### src/rtl/fetch_pkg.sv
// Shared types and constants for the instruction fetch stage.
package fetch_pkg;

    localparam logic [31:0] NOP_INSTR = 32'h0000_0013;
    localparam logic [31:0] PC_STEP   = 32'd4;

    typedef enum logic [1:0] {
        IDLE = 2'd0,
        BUSY = 2'd1,
        DROP = 2'd2
    } state_t;

    typedef struct packed {
        logic [31:0] instr;
        logic [31:0] pc;
    } fetch_entry_t;

    localparam fetch_entry_t EMPTY_ENTRY = '{instr: NOP_INSTR, pc: 32'h0000_0000};

endpackage

### src/rtl/fetch_fifo.sv
// Small synchronous FIFO of {instr, pc} entries with flush; shows a NOP head when empty.
module fetch_fifo
    import fetch_pkg::*;
#(
    parameter int DEPTH = 2
) (
    input  logic                   clk,
    input  logic                   rst_n,
    input  logic                   push,
    input  logic                   pop,
    input  logic                   flush,
    input  fetch_entry_t           wr_entry,
    output fetch_entry_t           head,
    output logic [$clog2(DEPTH):0] count,
    output logic                   full,
    output logic                   empty
);

    localparam int AW = $clog2(DEPTH);
    localparam int CW = AW + 1;

    fetch_entry_t   mem [DEPTH];
    logic [AW-1:0]  wr_ptr;
    logic [AW-1:0]  rd_ptr;
    logic           push_en;
    logic           pop_en;

    assign empty   = (count == '0);
    assign full    = (count == CW'(DEPTH));
    assign pop_en  = pop & ~empty & ~flush;
    // Push into a full FIFO is only accepted when the head leaves in the same cycle.
    assign push_en = push & ~flush & (~full | pop_en);

    // NOTE: sequential state uses non-blocking assignments so every register samples pre-edge values.
    always_ff @(posedge clk or negedge rst_n) begin
        if (!rst_n) begin
            wr_ptr <= '0;
            rd_ptr <= '0;
            count  <= '0;
        end else if (flush) begin
            wr_ptr <= '0;
            rd_ptr <= '0;
            count  <= '0;
        end else begin
            if (push_en) wr_ptr <= wr_ptr + AW'(1);
            if (pop_en)  rd_ptr <= rd_ptr + AW'(1);
            count <= count + CW'(push_en) - CW'(pop_en);
        end
    end

    // NOTE: storage is not reset; validity lives in count, and the empty head is masked below.
    always_ff @(posedge clk) begin
        if (push_en) mem[wr_ptr] <= wr_entry;
    end

    assign head = empty ? EMPTY_ENTRY : mem[rd_ptr];

endmodule

### src/rtl/fetch_unit.sv
// Instruction fetch stage: PC owner, single-outstanding imem requester, buffered valid/ready output.
module fetch_unit
    import fetch_pkg::*;
#(
    parameter logic [31:0] RESET_PC   = 32'h0000_0000,
    parameter int          FIFO_DEPTH = 2
) (
    input  logic        clk,
    input  logic        rst_n,
    output logic        imem_req,
    output logic [31:0] imem_addr,
    input  logic        imem_ack,
    input  logic [31:0] imem_rdata,
    output logic        instr_valid,
    output logic [31:0] instr_out,
    output logic [31:0] instr_pc,
    input  logic        instr_ready,
    input  logic        redirect_valid,
    input  logic [31:0] redirect_pc
);

    localparam int CW = $clog2(FIFO_DEPTH) + 1;

    state_t        state;
    state_t        state_next;
    logic [31:0]   fetch_pc;
    logic [31:0]   fetch_pc_next;
    logic [31:0]   addr_next;
    logic [31:0]   redirect_aligned;
    logic          req_next;
    logic          ack;
    logic          push;
    logic          pop;
    logic          pop_eff;
    logic          push_eff;
    logic          room;
    logic          full;
    logic          empty;
    logic [CW-1:0] count;
    logic [CW-1:0] count_after;
    fetch_entry_t  wr_entry;
    fetch_entry_t  head;

    assign redirect_aligned = redirect_pc & ~32'h3;
    assign ack              = imem_req & imem_ack;
    assign pop              = instr_valid & instr_ready;
    assign wr_entry         = '{instr: imem_rdata, pc: imem_addr};

    // Occupancy after this edge decides whether a new request may start now.
    assign pop_eff     = pop & ~empty;
    assign push_eff    = push & (~full | pop_eff);
    assign count_after = redirect_valid ? '0 : count + CW'(push_eff) - CW'(pop_eff);
    assign room        = count_after < CW'(FIFO_DEPTH);

    always_comb begin
        // NOTE: defaults first so every path assigns every output and no latch is inferred.
        state_next    = state;
        fetch_pc_next = fetch_pc;
        addr_next     = imem_addr;
        req_next      = imem_req;
        push          = 1'b0;
        case (state)
            IDLE: begin
                if (redirect_valid) begin
                    state_next    = BUSY;
                    fetch_pc_next = redirect_aligned;
                    addr_next     = redirect_aligned;
                    req_next      = 1'b1;
                end else if (room) begin
                    state_next = BUSY;
                    addr_next  = fetch_pc;
                    req_next   = 1'b1;
                end
            end
            BUSY: begin
                if (redirect_valid) begin
                    fetch_pc_next = redirect_aligned;
                    if (ack) addr_next = redirect_aligned;
                    else     state_next = DROP;
                end else if (ack) begin
                    push          = 1'b1;
                    fetch_pc_next = fetch_pc + PC_STEP;
                    if (room) begin
                        addr_next = fetch_pc + PC_STEP;
                    end else begin
                        state_next = IDLE;
                        req_next   = 1'b0;
                    end
                end
            end
            DROP: begin
                // The stale request must still complete before the redirected one can start.
                if (redirect_valid) fetch_pc_next = redirect_aligned;
                if (ack) begin
                    state_next = BUSY;
                    addr_next  = redirect_valid ? redirect_aligned : fetch_pc;
                end
            end
            default: begin
                state_next = IDLE;
                req_next   = 1'b0;
            end
        endcase
    end

    always_ff @(posedge clk or negedge rst_n) begin
        if (!rst_n) begin
            state     <= IDLE;
            fetch_pc  <= RESET_PC;
            imem_addr <= RESET_PC;
            imem_req  <= 1'b0;
        end else begin
            state     <= state_next;
            fetch_pc  <= fetch_pc_next;
            imem_addr <= addr_next;
            imem_req  <= req_next;
        end
    end

    fetch_fifo #(
        .DEPTH(FIFO_DEPTH)
    ) u_fifo (
        .clk     (clk),
        .rst_n   (rst_n),
        .push    (push),
        .pop     (pop),
        .flush   (redirect_valid),
        .wr_entry(wr_entry),
        .head    (head),
        .count   (count),
        .full    (full),
        .empty   (empty)
    );

    assign instr_valid = ~empty;
    assign instr_out   = head.instr;
    assign instr_pc    = head.pc;

endmodule

### config.mk
export PLATFORM = sky130hd
export DESIGN_NAME = fetch_unit
export DESIGN_NICKNAME = d
export VERILOG_FILES = /design/src/rtl/fetch_pkg.sv /design/src/rtl/fetch_fifo.sv /design/src/rtl/fetch_unit.sv
export SDC_FILE = /design/constraint.sdc
export NUM_CORES = 1
export LEC_CHECK = 0
export CORE_MARGIN = 5
export CORE_UTILIZATION = 30
export DETAILED_ROUTE_END_ITERATION = 8
export HOLD_SLACK_MARGIN = 0.06
export PLACE_DENSITY = 0.5
export RECOVER_POWER = 25
export SKIP_LAST_GASP = 1
export SLEW_MARGIN = 20
export SYNTH_ARGS = -nofsm -noshare
export SYNTH_HDL_FRONTEND = slang
export SYNTH_SLANG_ARGS = --single-unit
### constraint.sdc
create_clock -name clk -period 8.4 [get_ports clk]
set_input_delay 0.84 -clock clk [delete_from_list [all_inputs] [get_ports clk]]
set_output_delay 0.84 -clock clk [all_outputs]
set_load 0.02 [all_outputs]
==> summary.txt <==
Outcome
  – Status: complete, no violations

Clocking
  – Htree depth: 4
  – Setup bufs post-CTS: 0
  – Longest Clk Path Bufs: 2
  – Reg clk slew, reported paths: 70 ps
  – Post_cts resized: 0
  – Post-CTS Hold Fix Bufs: 0
  – CTS Buf Count: 17
  – Worst-Skew Late Latency: 430 ps
  – CTS tree: built
  – Root Driver: clkbuf_16
  – Clock tree sinks: 199

Setup path
  – Setup crit end kind: output pin
  – Max FO, Critical Path: 51
  – WS Path Type: flop to output pin
  – Crit start category: flop
  – Arrival time of the worst setup path: about 2800 ps
  – Worst path required time: ~7600 ps

Detailed routing
  – DR iter-0 viols: 560
  – Drt wl/cell: 19.0 um
  – Via Count: 7,095
  – Final ANT Viol Nets: 0
  – Final WL: 26,700 um
  – First-pass DRT Iterations: 5
  – DRC: 0
  – DR vias/cell: between 5 and 6

GRT
  – First-pass GRT wire length: 41,200 um
  – GRT overflow: 0
  – Initial antenna violation count: 0
  – Vias in the first global route: 6,858
  – Largest net degree at the start of global routing: 72
  – GRT Util Overall: 0.147

Synthesis
  – EDFF count, synth: 128
  – Most used DFF post-synth: edfxtp_1
  – Most frequent cell after synthesis: edfxtp_1
  – Avg Inst Size Synth: 11.2 um2
  – Post-Synthesis Cells: between 800 and 900
  – Synth cell count leaders: edfxtp_1, nor2_1, mux2i_1
  – Register area share after synthesis: 0.582
  – Synth Warn #: 0
  – Number of synthesized register bits: 199
  – Area contributors post-synth: edfxtp_1, dfrtp_1, mux2i_1
  – Post-synthesis cell type with the largest combined area: edfxtp_1
  – Yosys top cell area share: 0.398
  – Yosys cell types: 71
  – Ys async rst share: 0.357
  – Syn nets: about 930
  – Post-Syn Area: approximately 0.0097 mm2

Die
  – Chip Height: about 190 um
  – Die Wd: between 150 and 200 um
  – Initial core utilization: 0.305
  – Site Rows: 65
  – Placeable Area: 0.0316 mm2
  – Io pins: roughly 170
  – Die Footprint: ~0.036 mm2

Timing
  – Unrepaired setup endpoints after global routing: no
  – Final min period: 3680 ps
  – Worst slew pin tran: 1110 ps
  – F_max: 271 MHz
  – Pins Over Slew Limit: 0
  – Setup-failing EPs final: 0
  – Clock skew: 17.9 ps
  – Setup TNS: 0 ps
  – Period utilisation layout: 0.439
  – Final hold vios: 0
  – Relative max-transition margin: 0.251

Layout
  – Nets: 1,066
  – Finished Layout Cells: 1,409
  – Layout cell share with drive strength beyond 1: 0.0775
  – Antenna Cells: 0
  – Area Growth Syn to Fin: 27.0%
  – Area of the multi-input gates: approximately 0.0037 mm2
  – Fillers: between 3,000 and 4,000
  – Register area: 0.00563 mm2

Pwr
  – Clk pwr share: 0.219
  – Internal cell power: 2.42 mW
  – Reg power frac: 0.404
  – Sw frac: 0.385
  – Combinational Power Share: 0.377
  – PD cells: 321 mW/mm2
  – VDD IR max: 152 uV
  – Total net switching power: 1.52 mW
  – Leakage: 4.26 nW

Place
  – HPWL after detailed placement: 17,900 um
  – GPL Wtd Cong: 0.822
  – Port bufs: 164
  – Cell count after placement: 1,377

Worst hold path
  – HP Class: flop to flop

Job
  – Max-cap violations: 0
cell type report:
class / count / share of cell area
Multi-Input combinational cell: 579 / 0.302
Tap cell: 402 / 0.0410
Timing Repair Buffer: 177 / 0.141
Inverter: 20 / 0.00612
Sequential cell: 199 / 0.459
Clock buffer: 24 / 0.0427
Clock inverter: 8 / 0.00847
stage by stage:
step / setup WS [ps] / instance area (um2) / power, mW / hold slack (ps) / util
2_1_floorplan: 2670 / 9660 / 2.47 / 498 / -
6_report: 4720 / 12300 / 3.94 / 503 / 0.388
3_5_place_dp: 4910 / 11600 / 3.12 / 486 / 0.368
5_1_grt: 4490 / 12300 / 4.20 / 524 / 0.388
4_1_cts: 4640 / 12300 / 4.00 / 506 / 0.388
3_3_place_gp: 4910 / 11600 / 3.11 / 481 / 0.368
routing by layer:
layer  up-vias  track usage  wire (um)
met5         -            0          0
met3        23       0.0365       1420
li1       3444            -          -
met1      3437        0.213      13100
met2       191        0.223      11900
met4         0       0.0339        363
final timing paths:
| path | startpoint | endpoint | slack [ps] | cells after the start |
|---|---|---|---|---|
| hold / removal | imem_addr[19]$_DFFE_PN0P_ | u_fifo.mem[1][19]$_DFFE_PP_ | 500 | 0 |
| min in group asynchronous | rst_n | fetch_pc[27]$_DFFE_PN0P_ | 530 | 2 |
| setup / recovery | u_fifo.rd_ptr$_DFFE_PN0P_ | instr_pc[18] | 4720 | 4 |
| hold reg to reg | imem_addr[19]$_DFFE_PN0P_ | u_fifo.mem[1][19]$_DFFE_PP_ | 500 | 0 |
| max in group asynchronous | rst_n | u_fifo.rd_ptr$_DFFE_PN0P_ | 7290 | 2 |
| setup reg to reg | state[0]$_DFFE_PN0P_ | u_fifo.mem[1][2]$_DFFE_PP_ | 5230 | 3 |
power groups by stage:
stage	clock network (mW)	registers, mW	logic (mW)
6_report	0.864	1.59	1.48
5_1_grt	0.935	1.64	1.62
4_1_cts	0.895	1.59	1.51
3_5_place_dp	0	1.61	1.51
3_3_place_gp	0	1.61	1.50
2_1_floorplan	0	1.52	0.949
placed cells by master (no fill, tap or decap), types with 6 or more instances in the layout:
cell	count
inv_1	20
mux2i_1	86
dfrtp_1	69
clkdlybuf4s50_1	131
edfxtp_1	128
nor3_1	12
and3_1	7
and2_1	7
dlygate4sd3_1	31
nor4_1	6
buf_4	12
mux2_2	17
a21oi_1	21
xnor2_1	6
nor2b_1	6
clkbuf_16	19
nand4b_1	6
nand2b_1	7
o21ai_0	62
nor2_1	97
a211oi_1	8
nand2_1	81
a221oi_1	7
nand3_1	29
nand4_1	23
state kept, by name, summed over array words and instances, names as in the netlist:
register       cells
u_fifo.rd_ptr      1
fetch_pc          32
u_fifo.mem       128
u_fifo.count       2
imem_req           1
imem_addr         32
u_fifo.wr_ptr      1
state              2
cells by family after synthesis:
kind of cell,synth area share
flip-flops,0.582
buffers and inverters,0.0382
AO/OA/AOI/OAI,0.105
multiplexers,0.109
AND/OR/NAND/NOR,0.153
adder cells (fa/ha/maj),0.00389
XOR/XNOR,0.00907
critical path, cell delays in order (launching register included):
cell             delay (ps)
dfrtp_4                 600
buf_4                   790
mux2i_1                 180
nor2_1                  140
clkdlybuf4s50_1         670
No activity file was read; power rests on OpenSTA's default activity.
